**src/rtl/apb4_arbiter2_if.sv**
```systemverilog
// Signal bundle for apb4_arbiter2: two request/done ports plus the shared APB4 bus.
// The master modport is the arbiter's view; slave is the view of the surrounding system.
interface apb4_arbiter2_if #(
  parameter int unsigned AW = 32,
  parameter int unsigned DW = 32,
  parameter int unsigned DS = DW / 8
);
  // Requester side, index 0/1 selects the requester
  logic [1:0]               req;
  logic [1:0][AW-1:0]       addr;
  logic [1:0]               write;
  logic [1:0][DW-1:0]       wdata;
  logic [1:0][DS-1:0]       strb;
  logic [1:0][2:0]          prot;
  logic [1:0]               done;
  logic [1:0][DW-1:0]       rdata;
  logic [1:0]               err;

  // APB4 side
  logic                     psel;
  logic                     penable;
  logic                     pwrite;
  logic [AW-1:0]            paddr;
  logic [DW-1:0]            pwdata;
  logic [DS-1:0]            pstrb;
  logic [2:0]               pprot;
  logic [DW-1:0]            prdata;
  logic                     pready;
  logic                     pslverr;

  modport master (
    input  req, addr, write, wdata, strb, prot,
    output done, rdata, err,
    output psel, penable, pwrite, paddr, pwdata, pstrb, pprot,
    input  prdata, pready, pslverr
  );

  modport slave (
    output req, addr, write, wdata, strb, prot,
    input  done, rdata, err,
    input  psel, penable, pwrite, paddr, pwdata, pstrb, pprot,
    output prdata, pready, pslverr
  );
endinterface

```
**src/rtl/apb4_arbiter2.sv**
```systemverilog
// Two-requester round-robin APB4 master arbiter owning the IDLE/SETUP/ACCESS bus FSM.
// Optional ACCESS-phase timeout enabled by defining APB4_ARB_TIMEOUT_EN.
module apb4_arbiter2 #(
  parameter int unsigned AW  = 32,
  parameter int unsigned DW  = 32,
  parameter int unsigned DS  = DW / 8,
  parameter int unsigned TMO = 16
) (
  input  logic            pclk_i,
  input  logic            presetn_i,
  apb4_arbiter2_if.master bus_io
);

  typedef enum logic [1:0] {StIdle, StSetup, StAccess} state_e;

  state_e             state_q, state_d;
  logic               last_q, last_d;
  logic               gnt_q, gnt_d;
  logic               pwrite_q, pwrite_d;
  logic [AW-1:0]      paddr_q, paddr_d;
  logic [DW-1:0]      pwdata_q, pwdata_d;
  logic [DS-1:0]      pstrb_q, pstrb_d;
  logic [2:0]         pprot_q, pprot_d;
  logic [1:0]         done_q, done_d;
  logic [1:0]         err_q, err_d;
  logic [1:0][DW-1:0] rdata_q, rdata_d;

  logic [1:0]         cand;
  logic               win;
  logic               tmo_hit;

  // A requester is masked in its own DONE cycle so it cannot re-win immediately
  assign cand = bus_io.req & ~done_q;
  assign win  = (cand == 2'b11) ? ~last_q : cand[1];

`ifdef APB4_ARB_TIMEOUT_EN
  localparam int unsigned CW = $clog2(TMO + 1);

  logic [CW-1:0] cnt_q, cnt_d;

  // Fires on the TMO-th stalled ACCESS cycle; PREADY in that cycle still wins
  assign tmo_hit = (state_q == StAccess) && !bus_io.pready && (cnt_q == CW'(TMO - 1));

  always_comb begin
    cnt_d = cnt_q;
    if (state_q == StSetup) begin
      cnt_d = '0;
    end else if ((state_q == StAccess) && !bus_io.pready) begin
      cnt_d = cnt_q + CW'(1);
    end
  end

  always_ff @(posedge pclk_i or negedge presetn_i) begin
    if (!presetn_i) begin
      cnt_q <= '0;
    end else begin
      cnt_q <= cnt_d;
    end
  end
`else
  logic unused_tmo;

  assign unused_tmo = ^TMO;
  assign tmo_hit    = 1'b0;
`endif

  always_comb begin
    state_d  = state_q;
    last_d   = last_q;
    gnt_d    = gnt_q;
    pwrite_d = pwrite_q;
    paddr_d  = paddr_q;
    pwdata_d = pwdata_q;
    pstrb_d  = pstrb_q;
    pprot_d  = pprot_q;
    done_d   = '0;
    err_d    = '0;
    rdata_d  = rdata_q;

    unique case (state_q)
      StIdle: begin
        if (|cand) begin
          state_d  = StSetup;
          gnt_d    = win;
          last_d   = win;
          pwrite_d = bus_io.write[win];
          paddr_d  = bus_io.addr[win];
          pwdata_d = bus_io.wdata[win];
          pstrb_d  = bus_io.write[win] ? bus_io.strb[win] : '0;
          pprot_d  = bus_io.prot[win];
        end
      end
      StSetup: begin
        state_d = StAccess;
      end
      StAccess: begin
        if (bus_io.pready) begin
          state_d        = StIdle;
          done_d[gnt_q]  = 1'b1;
          err_d[gnt_q]   = bus_io.pslverr;
          rdata_d[gnt_q] = bus_io.prdata;
        end else if (tmo_hit) begin
          state_d        = StIdle;
          done_d[gnt_q]  = 1'b1;
          err_d[gnt_q]   = 1'b1;
          rdata_d[gnt_q] = '1;
        end
      end
      default: begin
        state_d = StIdle;
      end
    endcase
  end

  always_ff @(posedge pclk_i or negedge presetn_i) begin
    if (!presetn_i) begin
      state_q  <= StIdle;
      last_q   <= 1'b1;
      gnt_q    <= 1'b0;
      pwrite_q <= 1'b0;
      paddr_q  <= '0;
      pwdata_q <= '0;
      pstrb_q  <= '0;
      pprot_q  <= '0;
      done_q   <= '0;
      err_q    <= '0;
      rdata_q  <= '0;
    end else begin
      state_q  <= state_d;
      last_q   <= last_d;
      gnt_q    <= gnt_d;
      pwrite_q <= pwrite_d;
      paddr_q  <= paddr_d;
      pwdata_q <= pwdata_d;
      pstrb_q  <= pstrb_d;
      pprot_q  <= pprot_d;
      done_q   <= done_d;
      err_q    <= err_d;
      rdata_q  <= rdata_d;
    end
  end

  assign bus_io.psel    = (state_q != StIdle);
  assign bus_io.penable = (state_q == StAccess);
  assign bus_io.pwrite  = pwrite_q;
  assign bus_io.paddr   = paddr_q;
  assign bus_io.pwdata  = pwdata_q;
  assign bus_io.pstrb   = pstrb_q;
  assign bus_io.pprot   = pprot_q;
  assign bus_io.done    = done_q;
  assign bus_io.err     = err_q;
  assign bus_io.rdata   = rdata_q;

endmodule

```
**src/flat_wrapper.sv**
```systemverilog
// flat-port wrapper written by rule: the top's interface ports become plain ports
module apb4_arbiter2_flat 
#(
  parameter int unsigned AW  = 32,
  parameter int unsigned DW  = 32,
  parameter int unsigned DS  = DW / 8,
  parameter int unsigned TMO = 16
)
  (pclk_i, presetn_i, bus_io_req, bus_io_addr, bus_io_write, bus_io_wdata, bus_io_strb, bus_io_prot, bus_io_done, bus_io_rdata, bus_io_err, bus_io_psel, bus_io_penable, bus_io_pwrite, bus_io_paddr, bus_io_pwdata, bus_io_pstrb, bus_io_pprot, bus_io_prdata, bus_io_pready, bus_io_pslverr);
  apb4_arbiter2_if #(.AW(AW), .DW(DW), .DS(DS)) bus_io_i ();
  input  logic pclk_i;
  input  logic presetn_i;
  input wire logic [$bits(bus_io_i.req)-1:0] bus_io_req;
  input wire logic [$bits(bus_io_i.addr)-1:0] bus_io_addr;
  input wire logic [$bits(bus_io_i.write)-1:0] bus_io_write;
  input wire logic [$bits(bus_io_i.wdata)-1:0] bus_io_wdata;
  input wire logic [$bits(bus_io_i.strb)-1:0] bus_io_strb;
  input wire logic [$bits(bus_io_i.prot)-1:0] bus_io_prot;
  output wire logic [$bits(bus_io_i.done)-1:0] bus_io_done;
  output wire logic [$bits(bus_io_i.rdata)-1:0] bus_io_rdata;
  output wire logic [$bits(bus_io_i.err)-1:0] bus_io_err;
  output wire logic [$bits(bus_io_i.psel)-1:0] bus_io_psel;
  output wire logic [$bits(bus_io_i.penable)-1:0] bus_io_penable;
  output wire logic [$bits(bus_io_i.pwrite)-1:0] bus_io_pwrite;
  output wire logic [$bits(bus_io_i.paddr)-1:0] bus_io_paddr;
  output wire logic [$bits(bus_io_i.pwdata)-1:0] bus_io_pwdata;
  output wire logic [$bits(bus_io_i.pstrb)-1:0] bus_io_pstrb;
  output wire logic [$bits(bus_io_i.pprot)-1:0] bus_io_pprot;
  input wire logic [$bits(bus_io_i.prdata)-1:0] bus_io_prdata;
  input wire logic [$bits(bus_io_i.pready)-1:0] bus_io_pready;
  input wire logic [$bits(bus_io_i.pslverr)-1:0] bus_io_pslverr;
  assign bus_io_i.req = bus_io_req;
  assign bus_io_i.addr = bus_io_addr;
  assign bus_io_i.write = bus_io_write;
  assign bus_io_i.wdata = bus_io_wdata;
  assign bus_io_i.strb = bus_io_strb;
  assign bus_io_i.prot = bus_io_prot;
  assign bus_io_done = bus_io_i.done;
  assign bus_io_rdata = bus_io_i.rdata;
  assign bus_io_err = bus_io_i.err;
  assign bus_io_psel = bus_io_i.psel;
  assign bus_io_penable = bus_io_i.penable;
  assign bus_io_pwrite = bus_io_i.pwrite;
  assign bus_io_paddr = bus_io_i.paddr;
  assign bus_io_pwdata = bus_io_i.pwdata;
  assign bus_io_pstrb = bus_io_i.pstrb;
  assign bus_io_pprot = bus_io_i.pprot;
  assign bus_io_i.prdata = bus_io_prdata;
  assign bus_io_i.pready = bus_io_pready;
  assign bus_io_i.pslverr = bus_io_pslverr;
  apb4_arbiter2 #(.AW(AW), .DW(DW), .DS(DS), .TMO(TMO)) u_core (.pclk_i(pclk_i), .presetn_i(presetn_i), .bus_io(bus_io_i));
endmodule
```
**config.mk**
```make
export PLATFORM = sky130hd
export DESIGN_NAME = apb4_arbiter2_flat
export DESIGN_NICKNAME = d
export VERILOG_FILES = /design/src/rtl/apb4_arbiter2_if.sv /design/src/rtl/apb4_arbiter2.sv /design/src/flat_wrapper.sv
export SDC_FILE = /design/constraint.sdc
export NUM_CORES = 1
export LEC_CHECK = 0
export ABC_CLOCK_PERIOD_IN_PS = 1700
export BUFFER_PORTS_ARGS = -buffer_cell sky130_fd_sc_hd__buf_2
export CAP_MARGIN = 25
export CORE_AREA = 2 2 126 128
export CTS_CLUSTER_SIZE = 14
export DETAILED_ROUTE_END_ITERATION = 7
export DIE_AREA = 0 0 128 130
export PLACE_DENSITY = 0.72
export SLEW_MARGIN = 5
export SYNTH_ARGS = -nofsm -noshare
export SYNTH_HDL_FRONTEND = slang
export SYNTH_SLANG_ARGS = --single-unit
```
**constraint.sdc**
```tcl
create_clock -name pclk_i -period 1.7 [get_ports pclk_i]
set_clock_uncertainty 0.05 [all_clocks]
set_input_delay 0.17 -clock pclk_i [delete_from_list [all_inputs] [get_ports pclk_i]]
set_output_delay 0.17 -clock pclk_i [all_outputs]
set_load 0.01 [all_outputs]
```
==> impl_metrics.ini, run 1 <==
[floorplan]
die_w_um = 128
coreArea_um2 = 15400
dieArea_um2 = 16600
pin_count = 324
rows = 46
die_h_um = 130
start_util_pct = 38.8

[cells_and_area]
fillCellCount = 1122
final_area_um2 = 10200
instances_no_fill = 1245
fin_nets = 1220
final_util_pct = 65.9
multiInputGateArea_um2 = 2150
drive_gt1_share_pct = 42.1
synthToLayoutAreaGrowth_pct = 69.9
seqCellArea_um2 = 3600

[worst_setup_path]
crit_path_end_kind = flop
crit_path_start_kind = flop
required_ns = 1.96
cp.arrival_ns = 1.90
worstPathMaxFanout = 29
crit_type = reg -> reg

[detailed_routing]
viasPerCell = 5.02
dr.pass1.iters = 5
vias = 6253
postRouteAntennaNets = 0
dr.first_iter.drc_count = 311
top_layer_used = met4
met3_length_um = 1840
route.met2.wl_um = 10500
routed_wl_um = 21100
wl_per_cell_um = 17.0
wl_met1_um = 7930
drc = 0

[power]
p_comb_share_pct = 42.9
p_int_mw = 10.6
p_per_area_nw_per_um2 = 1660
peakVddDrop_v = 0.00115
p_clk_share_pct = 21.0
seqPwrFrac_pct = 36.1
switching_share_pct = 37.0
p_leak_nw = 4.93
netSwitchingPower_mw = 6.23

[cts]
clockBufferDepth = 2
ctsHtreeMaxLevel = 4
tritoncts = done
clk_pin_slew_worst_paths_ns = 0.06
cts.sinks = 144
cts_root_buffer = clkbuf_16
clk-insertion-delay-late_ns = 0.41
numCtsBuffers = 17

[sta]
rsz0062_at_grt = true
hold_violations = 0
relSlewSlack_pct = 74.6
drv_slew = 0
setup_viol = 0
fin_crit_ns = 1.64
tightest_slew_ns = 0.381
timing.final.crit_share_pct = 96.6
clock.fmax_mhz = 609
timing.hold.ws_ns = 0.0227

[synth]
synthFlopType = dfrtp_1
syn-instance-count = 547
synthArstFlopShare_pct = 100
synth.distinct_cells = 25
synth_edf_count = 0
synth_area_um2 = 5980
synth_seq_area_share_pct = 60.3
syn_avg_cell_area_um2 = 10.9
syn_nets = 729
ys_warn_count = 0
ys_ff_latch = 144

[grt]
grt_max_degree = 58
grt_pass1_wl_um = 31500
first_global_vias = 6222
overflow = 0
grt_antenna_before_repair = 2
grt_usage_pct = 24.4

[job]
maxCapViolations = 0

[placement]
placed_area_um2 = 7840
port_buffers = 323
finalWeightedCongestion = 0.771
placed_cells = 1040
place_hpwl_um = 12200

[min_path]
hold_path.class = in -> reg

[run_status]
outcome = finished, final reports clean
[layer usage]
layer	up-vias	global-route usage (%)
met2	372	41.8
met1	2967	27.3
met4	0	12.9
met3	69	8.12
li1	2845	-
met5	-	0
[flip-flops by register name, indices dropped and copies added, names as in the netlist]
register,cells
u_core.bus_io.rdata,64
u_core.bus_io.paddr,32
u_core.bus_io.pwdata,32
u_core.bus_io.pstrb,4
u_core.bus_io.pprot,3
u_core.bus_io.done,2
u_core.bus_io.err,2
u_core.state_q,2
u_core.bus_io.pwrite,1
u_core.gnt_q,1
u_core.last_q,1
[critical path, stage by stage (launching register included)]
cell	delay (ns)
dfrtp_1	0.39
or2_1	0.24
o21ba_4	0.37
buf_12	0.22
nor2_1	0.07
a31oi_1	0.20
[metrics by stage]
stage,setup TNS (ns),setup slack (ns),total power [mW]
2_1_floorplan,0,0.102,9.91
3_3_place_gp,0,0.138,12.5
3_5_place_dp,0,0.112,12.6
4_1_cts,0,0.0882,16.6
5_1_grt,-0.0528,-0.0237,17.9
6_report,0,0.0576,16.8
[cell type report]
type                       instances  area share (%)
multi-input combinational        365            21.2
tap                              192            2.36
clock inverter                    11            1.06
clock buffer                      21            4.43
sequential                       144            35.5
timing repair buffer             509            35.4
inverter                           1          0.0370
antenna                            2          0.0493
[kinds of logic (layout without fill, tap and decap cells)]
kind of cell	Yosys count	count (layout)	synth area share, %
and+or+nand+nor	220	220	14.6
DFF	144	144	60.3
AOI/OAI and AO/OA	78	78	8.37
muxes	67	67	12.6
buffers and inverters	38	542	4.10
other	0	2	0
[cells in the mapped netlist (4+ instances only)]
cell / instances / share of area (%)
a31oi_1: 67 / 7.0
buf_6: 10 / 1.9
clkbuf_1: 11 / 0.69
dfrtp_1: 143 / 60
mux2_2: 56 / 11
a32oi_1: 4 / 0.59
nand2_1: 135 / 8.5
mux2_1: 11 / 2.1
buf_2: 13 / 1.1
nor2_1: 73 / 4.6
a21oi_1: 6 / 0.50
[power by group through the flow]
| stage | Combinational, mW | Sequential (mW) | Clock, mW |
|---|---|---|---|
| global route | 7.83 | 6.26 | 3.78 |
| CTS | 6.92 | 6.01 | 3.63 |
| floorplan | 3.09 | 6.82 | 0 |
| finish | 7.22 | 6.07 | 3.53 |
| global placement | 6.49 | 5.98 | 0 |
| detailed placement | 6.60 | 6.04 | 0 |
[what timing repair did]
item	CTS	global route
gates resized for setup	0	12
hold buffers	169	0
endpoints found under the hold margin	256	0
setup buffers	0	1
setup endpoints to repair	0	21
[layout by cell type, fill, tap and decap left out, drive strengths merged]
master         n
a32oi          4
dlygate4sd3  169
and2b          1
and3           1
nor2          74
nor2b          2
buf          339
dfstp          1
clkbuf        22
a21oi          6
inv            3
clkinvlp       2
clkinv         6
a31oi         67
nand3          1
dfrtp        143
nand3b         1
or2            1
and2           3
diode          2
mux2          67
bufinv         1
o21ba          1
nand2        136
[path summary, 6_finish.rpt]
path                                                  endpoint  depth (start not counted)                           startpoint  slack [ns]
max                        u_core.bus_io.paddr[29]$_DFFE_PN0P_                          5        u_core.state_q[1]$_DFFE_PN0P_        0.06
min                         u_core.bus_io.pstrb[1]$_DFFE_PN0P_                          3                       bus_io_strb[5]        0.02
min reg2reg                u_core.bus_io.rdata[11]$_DFFE_PN0P_                          1  u_core.bus_io.rdata[11]$_DFFE_PN0P_        0.44
max in group asynchronous  u_core.bus_io.rdata[27]$_DFFE_PN0P_                          3                            presetn_i        0.80
max reg2reg                u_core.bus_io.paddr[29]$_DFFE_PN0P_                          5        u_core.state_q[1]$_DFFE_PN0P_        0.06
min in group asynchronous  u_core.bus_io.rdata[32]$_DFFE_PN0P_                          2                            presetn_i        0.17
No activity file was read; power rests on OpenSTA's default activity.
==> run 2: changes to the inputs <==
--- a/config.mk
+++ b/config.mk
@@ -13,6 +13,7 @@
 export DETAILED_ROUTE_END_ITERATION = 7
 export DIE_AREA = 0 0 128 130
 export PLACE_DENSITY = 0.72
+export REMOVE_ABC_BUFFERS = 1
 export SLEW_MARGIN = 5
 export SYNTH_ARGS = -nofsm -noshare
 export SYNTH_HDL_FRONTEND = slang
==> run 2 against run 1 <==
Against the previous run:
- sequential power about the same
- combinational power is 2% higher
- cell count up 0.32%
- hold slack worse by 0.010 ns
- first-iteration DRC count rose by 9.0%
- setup slack got worse by 0.00084 ns
- register-to-register slack barely moved
- clock power up 6.5%
- critical path type unchanged
- largest power group unchanged
- highest routed layer is now met5
==> impl_metrics.ini, run 2 (synthesis results as in run 1) <==
[floorplan]
rows = 46
start_util_pct = 38.8
dieArea_um2 = 16600
pin_count = 324
coreArea_um2 = 15400
die_w_um = 128
die_h_um = 130

[detailed_routing]
dr.pass1.iters = 5
vias = 6235
routed_wl_um = 21100
drc = 0
dr.first_iter.drc_count = 339
viasPerCell = 4.99
wl_per_cell_um = 16.9
postRouteAntennaNets = 0

[cells_and_area]
final_area_um2 = 10300
final_util_pct = 66.5
drive_gt1_share_pct = 41.8
fin_nets = 1226
mostFrequentLayoutCells = 322 x buf_2, 169 x dlygate4sd3_1, 143 x dfrtp_1, 135 x nand2_1, 73 x nor2_1
largest_register_ff_count = 64
final_common_cell = buf_2
synthToLayoutAreaGrowth_pct = 71.5

[cts]
cts.sinks = 144
clk-insertion-delay-late_ns = 0.41
numCtsBuffers = 17
cts_root_buffer = clkbuf_16
clockBufferDepth = 2
ctsHtreeMaxLevel = 4
clk_pin_slew_worst_paths_ns = 0.06
tritoncts = done

[worst_setup_path]
crit_path_start_kind = flop
cp.arrival_ns = 1.89
worstPathMaxFanout = 17
crit_path_top_delay_cell = dfrtp_1
ff2ff_setup_slack_ns = 0.06
critPathMaxStageDelay_ns = 0.39
crit_path_end_kind = flop
path_cells = and2b_1 > nand2_1 > nor2_4 > clkbuf_16 > mux2_1
required_ns = 1.94
crit_type = reg -> reg

[sta]
drv_slew = 0
setup_viol = 0
tightest_slew_ns = 0.484
clock.fmax_mhz = 609
fin_crit_ns = 1.64
relSlewSlack_pct = 67.8
rsz0062_at_grt = false
timing.final.crit_share_pct = 96.7
timing.hold.ws_ns = 0.0123
hold_violations = 0

[grt]
met2_usage_pct = 43.1
gr-usage-met3_pct = 7.09
grt_usage_pct = 24.6
first_global_vias = 6521
grt_busiest_layer = met2
grt_use_met1_pct = 26.2
grt_antenna_before_repair = 1
overflow = 0
grt_max_degree = 63
grt_pass1_wl_um = 31900

[placement]
placed_area_um2 = 7880
place_hpwl_um = 12100
port_buffers = 323
finalWeightedCongestion = 0.825

[power]
p_comb_share_pct = 42.8
p_clk_share_pct = 21.9
power_mw = 17.2
p_per_area_nw_per_um2 = 1680
p_int_mw = 10.8
netSwitchingPower_mw = 6.37
switching_share_pct = 37.0
seqPwrFrac_pct = 35.4
peakVddDrop_v = 0.000863
p_leak_nw = 4.99

[job]
maxCapViolations = 0

[min_path]
hold_path.class = in -> reg

[run_status]
outcome = finished, final reports clean
-- run 2: what timing repair did --
item | 4_1_cts | 5_1_grt
buffers inserted | 0 | 4
endpoints found under the setup margin | 0 | 16
hold buffers | 169 | 0
endpoints found under the hold margin | 177 | 0
gates resized for setup | 0 | 1
-- run 2: critical path: cells and delay by family, from the launching register on --
kind,cells,cell delay (ns)
buffers and inverters,1,0.22
flip-flops,1,0.39
multiplexers,1,0.35
AND/OR/NAND/NOR,3,0.52
-- run 2: layout make-up --
class / count / area (um^2)
Multi-Input combinational cell: 365 / 2140
Inverter: 1 / 3.75
Sequential cell: 144 / 3600
Fill cell: 1100 / 5170
Clock buffer: 18 / 439
Timing Repair Buffer: 515 / 3670
Clock inverter: 13 / 153
Tap cell: 192 / 240
Antenna cell: 1 / 2.50
-- run 2: worst paths after layout --
check | startpoint | end | cells after the start
max | u_core.state_q[0]$_DFFE_PN0P_ | u_core.bus_io.rdata[10]$_DFFE_PN0P_ | 5
max in group asynchronous | presetn_i | u_core.last_q$_DFFE_PN1P_ | 3
min | bus_io_strb[6] | u_core.bus_io.pstrb[2]$_DFFE_PN0P_ | 3
min in group asynchronous | presetn_i | u_core.bus_io.rdata[24]$_DFFE_PN0P_ | 2
min reg2reg | u_core.bus_io.rdata[27]$_DFFE_PN0P_ | u_core.bus_io.rdata[27]$_DFFE_PN0P_ | 1
max reg2reg | u_core.state_q[0]$_DFFE_PN0P_ | u_core.bus_io.rdata[10]$_DFFE_PN0P_ | 5
-- run 2: stage by stage --
step	setup TNS [ns]	std cells	setup WS, ns
CTS	0	1242	0.0671
detailed placement	0	1042	0.0784
global placement	0	1042	0.136
global route	0	1248	0.00246
floorplan	-43.16	510	-0.565
finish	0	1249	0.0568
-- run 2: power groups by stage --
stage               Sequential (mW)  Combinational, mW  Clock, mW
floorplan                      6.82               2.73          0
detailed placement             6.05               6.71          0
global placement               5.98               6.56          0
global route                   6.27               8.03       3.97
CTS                            6.02               7.00       3.83
finish                         6.09               7.36       3.76
-- run 2: metal layers --
layer,vias to the layer above,part of all wire (%)
met5,-,0.061
met4,2,5.1
met3,93,6.9
met2,326,52
met1,2954,36
li1,2860,-
==> run 3: changes to the inputs <==
--- a/config.mk
+++ b/config.mk
@@ -5,14 +5,15 @@
 export SDC_FILE = /design/constraint.sdc
 export NUM_CORES = 1
 export LEC_CHECK = 0
+export ABC_AREA = 1
 export ABC_CLOCK_PERIOD_IN_PS = 1700
 export BUFFER_PORTS_ARGS = -buffer_cell sky130_fd_sc_hd__buf_2
 export CAP_MARGIN = 25
-export CORE_AREA = 2 2 126 128
+export CORE_AREA = 2 2 127 129
 export CTS_CLUSTER_SIZE = 14
 export DETAILED_ROUTE_END_ITERATION = 7
-export DIE_AREA = 0 0 128 130
-export PLACE_DENSITY = 0.72
+export DIE_AREA = 0 0 129 131
+export PLACE_DENSITY = 0.82
 export REMOVE_ABC_BUFFERS = 1
 export SLEW_MARGIN = 5
 export SYNTH_ARGS = -nofsm -noshare
==> run 3 against run 2 <==
Against the previous run:
- via count up 7.7%
- sequential share of layout area up 0.35 points
- clock power is 5% lower
- wire length increased by 2.6%
- power fell by 2.2%
- non-clock buffer count fell by 65
- die area is 1.6% higher
- critical path depth is 1 higher
- maximum frequency up 3.2%
- count of clock-buffer cells in the layout increased by 1
==> impl_metrics.ini, run 3 <==
[grt]
overflow = 0
grt_pass1_wl_um = 33600
grt_antenna_before_repair = 1
grt_max_degree = 62
first_global_vias = 6926
grt_usage_pct = 25.7

[power]
peakVddDrop_v = 0.000969
p_leak_nw = 5.79
p_per_area_nw_per_um2 = 1660

[synth]
synthArstFlopShare_pct = 100
ys_ff_latch = 144
synth_seq_area_share_pct = 53.6
ys_warn_count = 0
synth.distinct_cells = 22
synth_edf_count = 0
synthFlopType = dfrtp_1
yosysMostFrequentCell = nand2_1
yosys-top-cells-count = 291 x nand2_1, 143 x dfrtp_1, 105 x inv_1, 57 x o211ai_2, 49 x o21ai_0
syn_avg_cell_area_um2 = 9.08
yosysTopAreaCell = dfrtp_1
synth_area_um2 = 6730
synthTopCellsByArea = dfrtp_1 53%, nand2_1 16%, o211ai_2 11%
synth_top_area_share_pct = 53.2
syn-instance-count = 741

[floorplan]
rows = 46
start_util_pct = 43.1
die_w_um = 129
die_h_um = 131
dieArea_um2 = 16900
coreArea_um2 = 15600
pin_count = 324

[sta]
timing.hold.ws_ns = 0.0217
tightest_slew_ns = 0.335
drv_slew = 0
fin_crit_ns = 1.59
setup_viol = 0
clock.fmax_mhz = 628
setup_tns_ns = 0
final.setup.worst_slack_ns = 0.107
rsz0062_at_grt = false
timing.final.crit_share_pct = 93.7
relSlewSlack_pct = 77.7
hold_violations = 0

[worst_setup_path]
cp.arrival_ns = 1.83
crit_path_start_kind = flop
crit_path_end_kind = flop
required_ns = 1.94
crit_type = reg -> reg
worstPathMaxFanout = 36

[detailed_routing]
dr.first_iter.drc_count = 286
postRouteAntennaNets = 0
viasPerCell = 4.81
routed_wl_um = 21700
dr.pass1.iters = 5
wl_per_cell_um = 15.5
vias = 6712
drc = 0

[cts]
numCtsBuffers = 17
tritoncts = done
clk_pin_slew_worst_paths_ns = 0.06
cts_root_buffer = clkbuf_16
ctsHtreeMaxLevel = 4
clockBufferDepth = 2
cts-resized-gates = 0
cts.sinks = 144
clk-insertion-delay-late_ns = 0.41

[placement]
placed_cells = 1261
place_hpwl_um = 13700
port_buffers = 323
dp_slack_ns = 0.132
finalWeightedCongestion = 0.847

[cells_and_area]
largest_register_ff_count = 64
mostFrequentLayoutCells = 322 x buf_2, 291 x nand2_1, 143 x dfrtp_1, 105 x inv_1, 99 x dlygate4sd3_1
final_util_pct = 65.1
fillCellCount = 1167
fin_nets = 1348
instances_no_fill = 1396
synthToLayoutAreaGrowth_pct = 50.9
drive_gt1_share_pct = 38.3
final_common_cell = buf_2

[job]
maxCapViolations = 0

[min_path]
hold_path.class = in -> reg

[run_status]
outcome = finished, final reports clean
## run 3: per-stage QoR
step | cell area, um^2 | power [mW]
after floorplan | 6350 | 9.60
after global placement | 8570 | 12.6
after detailed placement | 8570 | 12.8
after CTS | 10100 | 16.7
after global routing | 10200 | 18.0
final | 10200 | 16.8
## run 3: worst paths after layout
check / from / end / slack [ns] / depth (start not counted)
min reg2reg: u_core.bus_io.paddr[8]$_DFFE_PN0P_ / u_core.bus_io.paddr[8]$_DFFE_PN0P_ / 0.42 / 2
max reg2reg: u_core.last_q$_DFFE_PN1P_ / u_core.bus_io.paddr[1]$_DFFE_PN0P_ / 0.11 / 6
min in group asynchronous: presetn_i / u_core.bus_io.rdata[7]$_DFFE_PN0P_ / 0.14 / 2
max: u_core.last_q$_DFFE_PN1P_ / u_core.bus_io.paddr[1]$_DFFE_PN0P_ / 0.11 / 6
max in group asynchronous: presetn_i / u_core.last_q$_DFFE_PN1P_ / 0.89 / 3
min: bus_io_prdata[27] / u_core.bus_io.rdata[27]$_DFFE_PN0P_ / 0.02 / 3
## run 3: worst max-delay path, cell delays in order (launching register included)
cell      delay (ns)
dfstp_2         0.54
nand3_2         0.13
nand2_8         0.19
buf_12          0.24
nand2_1         0.09
o211ai_1        0.11
nand2_1         0.08
## run 3: logic make-up after synthesis
group | count (synthesis) | share of synthesized area, %
AO/OA/AOI/OAI | 134 | 16.9
buffers and inverters | 153 | 11.7
flip-flops | 144 | 53.6
AND/OR/NAND/NOR | 310 | 17.8
## run 3: repair_timing
action | in CTS | in global routing
hold endpoints to repair | 268 | 0
hold buffers | 99 | 0
setup endpoints to repair | 0 | 3
setup buffers | 0 | 3
## run 3: layer usage
metal | global-route usage (%) | part of all wire (%) | vias up | wire length, um
met5 | 0 | 0 | - | 0
met4 | 13.0 | 3.3 | 0 | 716
met3 | 9.08 | 9.1 | 61 | 1980
met2 | 45.5 | 51 | 343 | 11100
met1 | 27.3 | 36 | 3136 | 7890
li1 | - | - | 3172 | -
## run 3: power by group
| group | internal (mW) | switching [mW] | total [mW] | leakage [nW] |
|---|---|---|---|---|
| registers | 5.06 | 0.937 | 6.00 | 1.79 |
| clock network | 2.08 | 1.51 | 3.59 | 0.271 |
| logic | 2.90 | 4.33 | 7.23 | 3.73 |
| total | 10.0 | 6.78 | 16.8 | 5.79 |
## run 3: final cells by class
cell class                 count  area [um^2]  share of cell area (%)
sequential                   144         3600                    35.5
antenna                        1         2.50                  0.0246
multi-input combinational    444         2360                    23.2
clock buffer                  19          443                    4.36
tap                          216          270                    2.66
clock inverter                13          128                    1.26
timing repair buffer         450         2940                    28.9
inverter                     109          409                    4.03
